## src/rtl/uart_tx.sv

```systemverilog
// UART transmitter: start bit, 8 data bits LSB first, optional parity, 1 or 2 stop bits.
// Bit period is BAUD_END clocks, shared with uart_rx.
//
// state    | meaning
// S_IDLE   | line high, ready for a byte
// S_START  | start bit (low)
// S_DATA   | data bits 0..7, LSB first
// S_PARITY | parity bit (skipped when PARITY = 0)
// S_STOP   | STOP_BITS stop bits (high), tx_done in the final cycle
module uart_tx #(
   parameter int BAUD_END  = 5208,
   parameter int PARITY    = 0,
   parameter int STOP_BITS = 1
) (
   input  logic       clk,
   input  logic       rst,
   input  logic [7:0] pi_data,
   input  logic       pi_flag,
   output logic       tx_ready,
   output logic       tx_busy,
   output logic       tx_done,
   output logic       rs232_tx
);

   localparam logic [15:0] BAUD_LAST = 16'(BAUD_END - 1);
   localparam logic [15:0] BAUD_PRE  = 16'(BAUD_END - 2);
   localparam logic [2:0]  STOP_LAST = 3'(STOP_BITS - 1);

   typedef enum logic [2:0] {
      S_IDLE,
      S_START,
      S_DATA,
      S_PARITY,
      S_STOP
   } state_t;

   state_t      state_q, state_d;
   logic [15:0] baud_q, baud_d;
   logic [2:0]  bit_q, bit_d;
   logic [7:0]  shift_q, shift_d;
   logic        par_q, par_d;
   logic        tx_q, tx_d;
   logic        done_q, done_d;
   logic        baud_wrap;

   assign baud_wrap = (baud_q == BAUD_LAST);

   always_ff @(posedge clk) begin
      if (rst) begin
         state_q <= S_IDLE;
         baud_q  <= '0;
         bit_q   <= '0;
         shift_q <= '0;
         par_q   <= 1'b0;
         tx_q    <= 1'b1;
         done_q  <= 1'b0;
      end else begin
         state_q <= state_d;
         baud_q  <= baud_d;
         bit_q   <= bit_d;
         shift_q <= shift_d;
         par_q   <= par_d;
         tx_q    <= tx_d;
         done_q  <= done_d;
      end
   end

   // tx_d is the line value for the cycle after the edge, so it follows state_d.
   always_comb begin
      state_d = state_q;
      bit_d   = bit_q;
      shift_d = shift_q;
      par_d   = par_q;
      tx_d    = tx_q;
      done_d  = 1'b0;
      case (state_q)
         S_IDLE: begin
            tx_d = 1'b1;
            if (pi_flag) begin
               shift_d = pi_data;
               par_d   = (PARITY == 1) ? ~^pi_data : ^pi_data;
               state_d = S_START;
               tx_d    = 1'b0;
            end
         end
         S_START: begin
            if (baud_wrap) begin
               state_d = S_DATA;
               bit_d   = 3'd0;
               tx_d    = shift_q[0];
            end
         end
         S_DATA: begin
            if (baud_wrap) begin
               if (bit_q == 3'd7) begin
                  if (PARITY != 0) begin
                     state_d = S_PARITY;
                     tx_d    = par_q;
                  end else begin
                     state_d = S_STOP;
                     bit_d   = 3'd0;
                     tx_d    = 1'b1;
                  end
               end else begin
                  bit_d   = bit_q + 3'd1;
                  shift_d = {1'b0, shift_q[7:1]};
                  tx_d    = shift_q[1];
               end
            end
         end
         S_PARITY: begin
            if (baud_wrap) begin
               state_d = S_STOP;
               bit_d   = 3'd0;
               tx_d    = 1'b1;
            end
         end
         S_STOP: begin
            tx_d = 1'b1;
            // registered pulse: raise it one cycle early so it lands on the last stop cycle
            if (bit_q == STOP_LAST && baud_q == BAUD_PRE) done_d = 1'b1;
            if (baud_wrap) begin
               if (bit_q == STOP_LAST) state_d = S_IDLE;
               else                    bit_d   = bit_q + 3'd1;
            end
         end
         default: begin
            state_d = S_IDLE;
            tx_d    = 1'b1;
         end
      endcase

      if (state_q == S_IDLE || state_d != state_q || baud_wrap) baud_d = '0;
      else                                                      baud_d = baud_q + 16'd1;
   end

   assign tx_ready = (state_q == S_IDLE);
   assign tx_busy  = (state_q != S_IDLE);
   assign tx_done  = done_q;
   assign rs232_tx = tx_q;

endmodule

```

## config.mk

```make
export PLATFORM = sky130hd
export DESIGN_NAME = uart_tx
export DESIGN_NICKNAME = d
export VERILOG_FILES = /design/src/rtl/uart_tx.sv
export SDC_FILE = /design/constraint.sdc
export NUM_CORES = 1
export LEC_CHECK = 0
export BUFFER_PORTS_ARGS = -buffer_cell sky130_fd_sc_hd__buf_2
export CAP_MARGIN = 20
export CORE_UTILIZATION = 65
export CTS_BUF_LIST = sky130_fd_sc_hd__clkbuf_4
export DETAILED_ROUTE_END_ITERATION = 10
export GPL_ROUTABILITY_DRIVEN = 0
export PLACE_DENSITY = 0.86
export SYNTH_ARGS = -nofsm -noshare
export SYNTH_HDL_FRONTEND = slang
export SYNTH_SLANG_ARGS = --single-unit
export TNS_END_PERCENT = 50
```

## constraint.sdc

```tcl
create_clock -name clk -period 4.3 [get_ports clk]
set_input_delay 0.645 -clock clk [delete_from_list [all_inputs] [get_ports clk]]
set_output_delay 0.645 -clock clk [all_outputs]
set_load 0.005 [all_outputs]
```

==> flow_metrics.tcl, run 1 <==
set metrics [dict create \
    run_status "finished clean" \
    maximum_root_to_sink_buffer_count 2 \
    groute.usage.overall_pct 28.07 \
    worst_tran_pin_value_ns 0.8047 \
    yosysSeqAreaShare_pct 39.05 \
    pin_count_of_the_biggest_net_entering_global_routing 18 \
    mappedNetlistArea_um2 1640 \
    initial_cell_density_of_the_core_pct 71.41 \
    crit_buf_inv 0 \
    totalPowerFinal_uw 520.2 \
    netlist_top_cells_area "sky130_fd_sc_hd__dfxtp_1 (39%), sky130_fd_sc_hd__a211oi_1 (6.4%), sky130_fd_sc_hd__nor2_1 (5.3%), sky130_fd_sc_hd__mux2i_1 (4.9%), sky130_fd_sc_hd__xnor2_1 (4.3%)" \
    drv_slew 0 \
    ys_ff_latch 32 \
    post-route-util_pct 76.85 \
    finalSetupViolCount 0 \
    maximum_vdd_drop_mv 0.2789 \
    antenna_violations_before_repair 0 \
    antenna-diode-count 0 \
    yosys.cell_count.top_type "sky130_fd_sc_hd__dfxtp_1" \
    drcViolationCount 0 \
    buffer_ports.inserted 14 \
    cts_resized 0 \
    hp-class "reg -> reg" \
    crit_chain "or4b_4 -> or4_1 -> or3_1 -> a21oi_1" \
    pin_count 15 \
    max-slew-margin-rel_pct 45.94 \
    rsz0062_at_grt "false" \
    static-leakage-power_nw 0.5858 \
    dieArea_um2 2729 \
    fin_crit_period_ns 2.186 \
    finalHoldWorstSlack_ns 0.4902 \
    fillers 156 \
    final_layout_size_suffix_gt1_share_pct 14.65 \
    grt_first_pass_wirelength_um 5595 \
    synth_enable_flop_cells 0 \
    clkLatencyLatePin_ns 0.34 \
    core_area_um2 2297 \
    hold_viol 0 \
    cts_setup_buffers 0 \
    grt.overflow.total 0 \
    synth_fp_nets 201 \
    yosysUniqueCellTypes 43 \
    via_count 1426 \
    detailedRoute.firstIterationViolations 36 \
    floorplan.rows 17 \
    vias_per_cell 6.310 \
    timing.critical_path.fanout_max 7 \
    post-dp-hpwl_um 2258 \
    period_share_pct 50.84 \
    postSynthAreaPerCell_um2 8.867 \
    tritoncts_clock_tree "done" \
    dr.pass1.iters 4 \
    final_cell_area_um2 1765 \
    routed_wire_length_per_instance_um 14.27 \
    synth_area_leader_cell "sky130_fd_sc_hd__dfxtp_1" \
    worst-endpoint-required_ns 4.57 \
    yosys.area.top_type_share_pct 39.05 \
    critical_path_arrival_ns 2.46 \
    cts.reportedPaths.clkPinSlew_ns 0.09 \
    post_dp_cell_area_um2 1715 \
    crit_path_max_incr_delay_ns 0.60 \
    cts.htree.levels 2 \
    critical_path.endpoint_type "register" \
    final_antenna_net_count 0 \
    postSynth.asyncResetShare_pct 0 \
    yosys-top-cells-count "sky130_fd_sc_hd__dfxtp_1 (32), sky130_fd_sc_hd__nor2_1 (23), sky130_fd_sc_hd__a211oi_1 (14), sky130_fd_sc_hd__mux2i_1 (8), sky130_fd_sc_hd__xnor2_1 (8)" \
    postSynthCellCount 185 \
    power.density_cell_area_nw_per_um2 294.6 \
    fin_tns_setup_ns 0 \
    die_h_um 52.24 \
    hold_buffers 0 \
    max_cap_violations 0 \
    first_global_vias 1315 \
    die_w_um 52.24 \
    fmax_mhz 457.4 \
    crit_family "simple AND/OR/NAND/NOR gates" \
    finalClockSkew_ns 0.01575 \
    synthToLayoutAreaGrowth_pct 7.628 \
    setup.worst_path.start_class "register" \
    number_of_nets_in_the_layout 214 \
    route.final.wire_length_um 3226 \
    cts_sinks 32 \
    critical_path_class "reg -> reg" \
    clock_tree.root_cell "sky130_fd_sc_hd__clkbuf_4" \
    critPathSlowestCell "sky130_fd_sc_hd__or4_1" \
    ys_dominant_reg_cell "sky130_fd_sc_hd__dfxtp_1" \
    cts_made_buffers 5 \
    warning_count_from_the_yosys_run 0 \
]
==> path summary, 6_finish.rpt <==
check | startpoint | to | slack, ns | cells after the start
setup / recovery | baud_q[2] | state_q[2] | 2.11 | 4
hold / removal | baud_q[0] | baud_q[0] | 0.49 | 1
setup reg to reg | baud_q[2] | state_q[2] | 2.11 | 4
hold reg to reg | baud_q[0] | baud_q[0] | 0.49 | 1
==> routing by layer <==
layer	share of wire, %	GRT usage (%)
met5	0	0
met2	50	49.36
met3	4.6	7.826
met1	44	32.79
met4	1.2	8.772
==> metrics by stage <==
| step | setup slack [ns] | std cells |
|---|---|---|
| 4_1_cts | 2.108 | 226 |
| 3_5_place_dp | 2.130 | 219 |
| 6_report | 2.114 | 226 |
| 2_1_floorplan | 2.241 | 185 |
| 3_3_place_gp | 2.190 | 219 |
| 5_1_grt | 2.058 | 226 |
==> cell usage in the layout, fill, tap and decap left out, drive strengths merged, types with 5 or more instances in the layout <==
cell type | Yosys | routed
xor2 | 5 | 5
ha | 5 | 5
a211oi | 14 | 14
clkbuf | 3 | 6
xnor2 | 8 | 8
nor2 | 23 | 23
a21oi | 6 | 6
inv | 7 | 7
dfxtp | 32 | 32
nor4 | 6 | 6
o21ai | 7 | 7
nand3 | 5 | 5
nand4 | 7 | 7
buf | 6 | 15
mux2i | 8 | 8
nand2 | 5 | 5
nand2b | 6 | 6
==> sequential cells by signal, indices dropped and copies added (netlist names) <==
signal / cells
shift_q: 8
bit_q: 3
baud_q: 16
state_q: 3
tx_done: 1
rs232_tx: 1
==> cell type report <==
type / count / area [um^2] / area share [%]
Tap cell: 28 / 35.03 / 1.984
Clock inverter: 1 / 5.005 / 0.2835
Clock buffer: 6 / 45.04 / 2.551
Sequential cell: 32 / 640.6 / 36.29
Multi-Input combinational cell: 137 / 935.9 / 53.01
Inverter: 7 / 26.28 / 1.488
Timing Repair Buffer: 15 / 77.57 / 4.394
==> report_power, final <==
| group | switching, mW | leakage, nW | internal [mW] | total, mW |
|---|---|---|---|---|
| sequential | 0.00755 | 0.260 | 0.305 | 0.313 |
| clock | 0.0985 | 0.0315 | 0.0664 | 0.165 |
| combinational | 0.0223 | 0.294 | 0.0200 | 0.0423 |
| total | 0.128 | 0.586 | 0.392 | 0.520 |
==> cells by family after synthesis <==
group | count (synthesis) | share of synthesized area, %
AND/OR/NAND/NOR | 74 | 25.93
buffers and inverters | 16 | 3.890
flip-flops | 32 | 39.05
AO/OA/AOI/OAI | 37 | 15.49
adder cells (fa/ha/maj) | 5 | 3.814
multiplexers | 8 | 4.882
XOR/XNOR | 13 | 6.941
No activity file was read; power rests on OpenSTA's default activity.
==> run 2, diff against run 1 <==
--- a/config.mk
+++ b/config.mk
@@ -7,11 +7,11 @@
 export LEC_CHECK = 0
 export BUFFER_PORTS_ARGS = -buffer_cell sky130_fd_sc_hd__buf_2
 export CAP_MARGIN = 20
-export CORE_UTILIZATION = 65
+export CORE_UTILIZATION = 55
 export CTS_BUF_LIST = sky130_fd_sc_hd__clkbuf_4
 export DETAILED_ROUTE_END_ITERATION = 10
 export GPL_ROUTABILITY_DRIVEN = 0
-export PLACE_DENSITY = 0.86
+export PLACE_DENSITY = 0.78
 export SYNTH_ARGS = -nofsm -noshare
 export SYNTH_HDL_FRONTEND = slang
 export SYNTH_SLANG_ARGS = --single-unit
==> constraint.sdc (replaced) <==
create_clock -name clk -period 1.9 [get_ports clk]
set_input_delay 0.285 -clock clk [delete_from_list [all_inputs] [get_ports clk]]
set_output_delay 0.285 -clock clk [all_outputs]
set_load 0.005 [all_outputs]
==> flow_metrics.tcl, run 2 (synthesis gave the netlist of run 1 again) <==
set metrics [dict create \
    setup.worst_path.start_class "register" \
    clkLatencyLatePin_ns 0.33 \
    worst-r2r-cell-count 4 \
    cts.reportedPaths.clkPinSlew_ns 0.10 \
    worst_tran_pin_value_ns 0.4686 \
    fin_crit_period_ns 1.925 \
    synthToLayoutAreaGrowth_pct 21.36 \
    critical_path_class "reg -> reg" \
    top_layer_used "met4" \
    initial_cell_density_of_the_core_pct 58.97 \
    period_share_pct 101.3 \
    clock_tree.root_cell "sky130_fd_sc_hd__clkbuf_4" \
    pin_count_of_the_biggest_net_entering_global_routing 18 \
    detailedRoute.firstIterationViolations 68 \
    cp-startpoint "baud_q[9]" \
    fmax_mhz 519.6 \
    finalClockSkew_ns 0.01013 \
    timing.critical_path.fanout_max 2 \
    most_common_cell_after_layout_fill_and_taps_aside "sky130_fd_sc_hd__dfxtp_1" \
    groute.usage.overall_pct 25.13 \
    grt_first_pass_wirelength_um 6251 \
    hold_viol 0 \
    via_count 1467 \
    die_w_um 56.61 \
    routed_wire_length_per_instance_um 14.09 \
    critPathSlowestCell "sky130_fd_sc_hd__or4_4" \
    tritoncts_clock_tree "done" \
    regMostFlops "baud_q" \
    pin_count 15 \
    finalHoldWorstSlack_ns 0.2982 \
    max_cap_violations 0 \
    antenna_violations_before_repair 0 \
    endpoint "state_q[2]" \
    final_layout_size_suffix_gt1_share_pct 25.91 \
    worst-endpoint-required_ns 2.17 \
    max-slew-margin-rel_pct 68.74 \
    finalSetupViolCount 2 \
    length_of_routed_wiring_on_met1_um 1598 \
    cts_made_buffers 5 \
    critical_path.endpoint_type "register" \
    crit_path_max_incr_delay_ns 0.54 \
    maximum_root_to_sink_buffer_count 2 \
    final_worst_setup_slack_ns -0.02467 \
    static-leakage-power_nw 0.7209 \
    antenna-diode-count 0 \
    met2WireLength_um 1762 \
    fillers 212 \
    floorplan.rows 19 \
    cts_sinks 32 \
    setup.reg_to_reg.worst_slack_ns -0.02 \
    maximum_vdd_drop_mv 0.6407 \
    crit_chain "or4b_4 -> or4_4 -> or3_1 -> a21oi_1" \
    first_global_vias 1478 \
    drcViolationCount 0 \
    post-dp-hpwl_um 2609 \
    core_area_um2 2781 \
    critical_path_arrival_ns 2.19 \
    rr_startpoint "baud_q[9]" \
    violations "negative setup slack" \
    rsz0062_at_grt "true" \
    run_status "finished with violations" \
    regToRegEndpoint "state_q[2]" \
    hold_buffers 0 \
    layout_common_cells "sky130_fd_sc_hd__dfxtp_1 (29), sky130_fd_sc_hd__nor2_1 (23), sky130_fd_sc_hd__buf_4 (19)" \
    final_antenna_net_count 0 \
    number_of_nets_in_the_layout 236 \
    vias_per_cell 5.845 \
    hp-class "in -> reg" \
    route.final.wire_length_um 3536 \
    dieArea_um2 3205 \
    drv_slew 0 \
    post-route-util_pct 71.57 \
    buffer_ports.inserted 14 \
    largest_reg_flops 16 \
    largest_registers "baud_q: 16 flops, shift_q: 8 flops" \
    cts.htree.levels 2 \
    power.density_cell_area_nw_per_um2 582.4 \
    dr.pass1.iters 5 \
    grt.overflow.total 0 \
    met3_length_um 88 \
    die_h_um 56.61 \
]
## run 2: cell types whose count changed in the layout (fill, tap and decap cells not counted), sizes merged
cell | previous run | this run
buf | 15 | 37
clkbuf | 6 | 5
clkinv | 1 | 2
## run 2: repair_timing
item / 4_1_cts / 5_1_grt
pin swaps: 1 / 10
buffers inserted: 2 / 1
setup endpoints to repair: 13 / 30
gates cloned: 0 / 0
gates resized for setup: 4 / 8
## run 2: critical path: cells and delay by family, from the launching register on
kind | cells | cell delay, ns
simple gates | 3 | 1.42
flops | 1 | 0.33
compound gates | 1 | 0.12
## run 2: worst min-delay path by stage
stage / startpoint / to / slack (ns) / cells after the start
after floorplan: baud_q[0] / baud_q[0] / 0.44 / 1
after global placement: baud_q[0] / baud_q[0] / 0.45 / 1
after detailed placement: baud_q[0] / baud_q[0] / 0.46 / 1
after CTS: pi_data[2] / shift_q[2] / 0.30 / 3
after global routing: pi_data[5] / shift_q[5] / 0.31 / 3
final: pi_data[2] / shift_q[2] / 0.30 / 3
## run 2: metrics by stage
step | instances | setup TNS (ns) | power [mW] | cell area (um^2) | setup slack [ns]
6_report | 251 | -0.03644 | 1.159 | 1991 | -0.02467
5_1_grt | 251 | -0.6812 | 1.219 | 1991 | -0.05979
4_1_cts | 250 | -0.02499 | 1.159 | 1949 | -0.02485
3_5_place_dp | 241 | -0.1307 | 0.8265 | 1866 | -0.03516
3_3_place_gp | 241 | 0 | 0.8220 | 1866 | 0.004136
2_1_floorplan | 185 | -0.1182 | 0.7895 | 1644 | -0.1146
## run 2: power by group
| part | internal [mW] | switching, mW | leakage, nW |
|---|---|---|---|
| clock network | 0.129 | 0.213 | 0.0261 |
| registers | 0.691 | 0.0122 | 0.262 |
| logic | 0.0537 | 0.0611 | 0.433 |
| total | 0.873 | 0.286 | 0.721 |
## run 2: cell type report
| cell class | count | area [um^2] | area share (%) |
|---|---|---|---|
| multi-input cells | 137 | 969.7 | 48.71 |
| flip-flops and latches | 32 | 644.4 | 32.37 |
| inverters | 7 | 26.28 | 1.320 |
| well taps | 31 | 38.79 | 1.948 |
| clock inverters | 2 | 7.507 | 0.3771 |
| clock buffers | 5 | 37.54 | 1.886 |
| repair buffers | 37 | 266.5 | 13.39 |
## run 2: layer usage
metal / up-vias / GRT usage [%]
met1: 699 / 30.77
met5: - / 0
li1: 743 / -
met2: 15 / 41.85
met3: 10 / 6.452
met4: 0 / 10.10
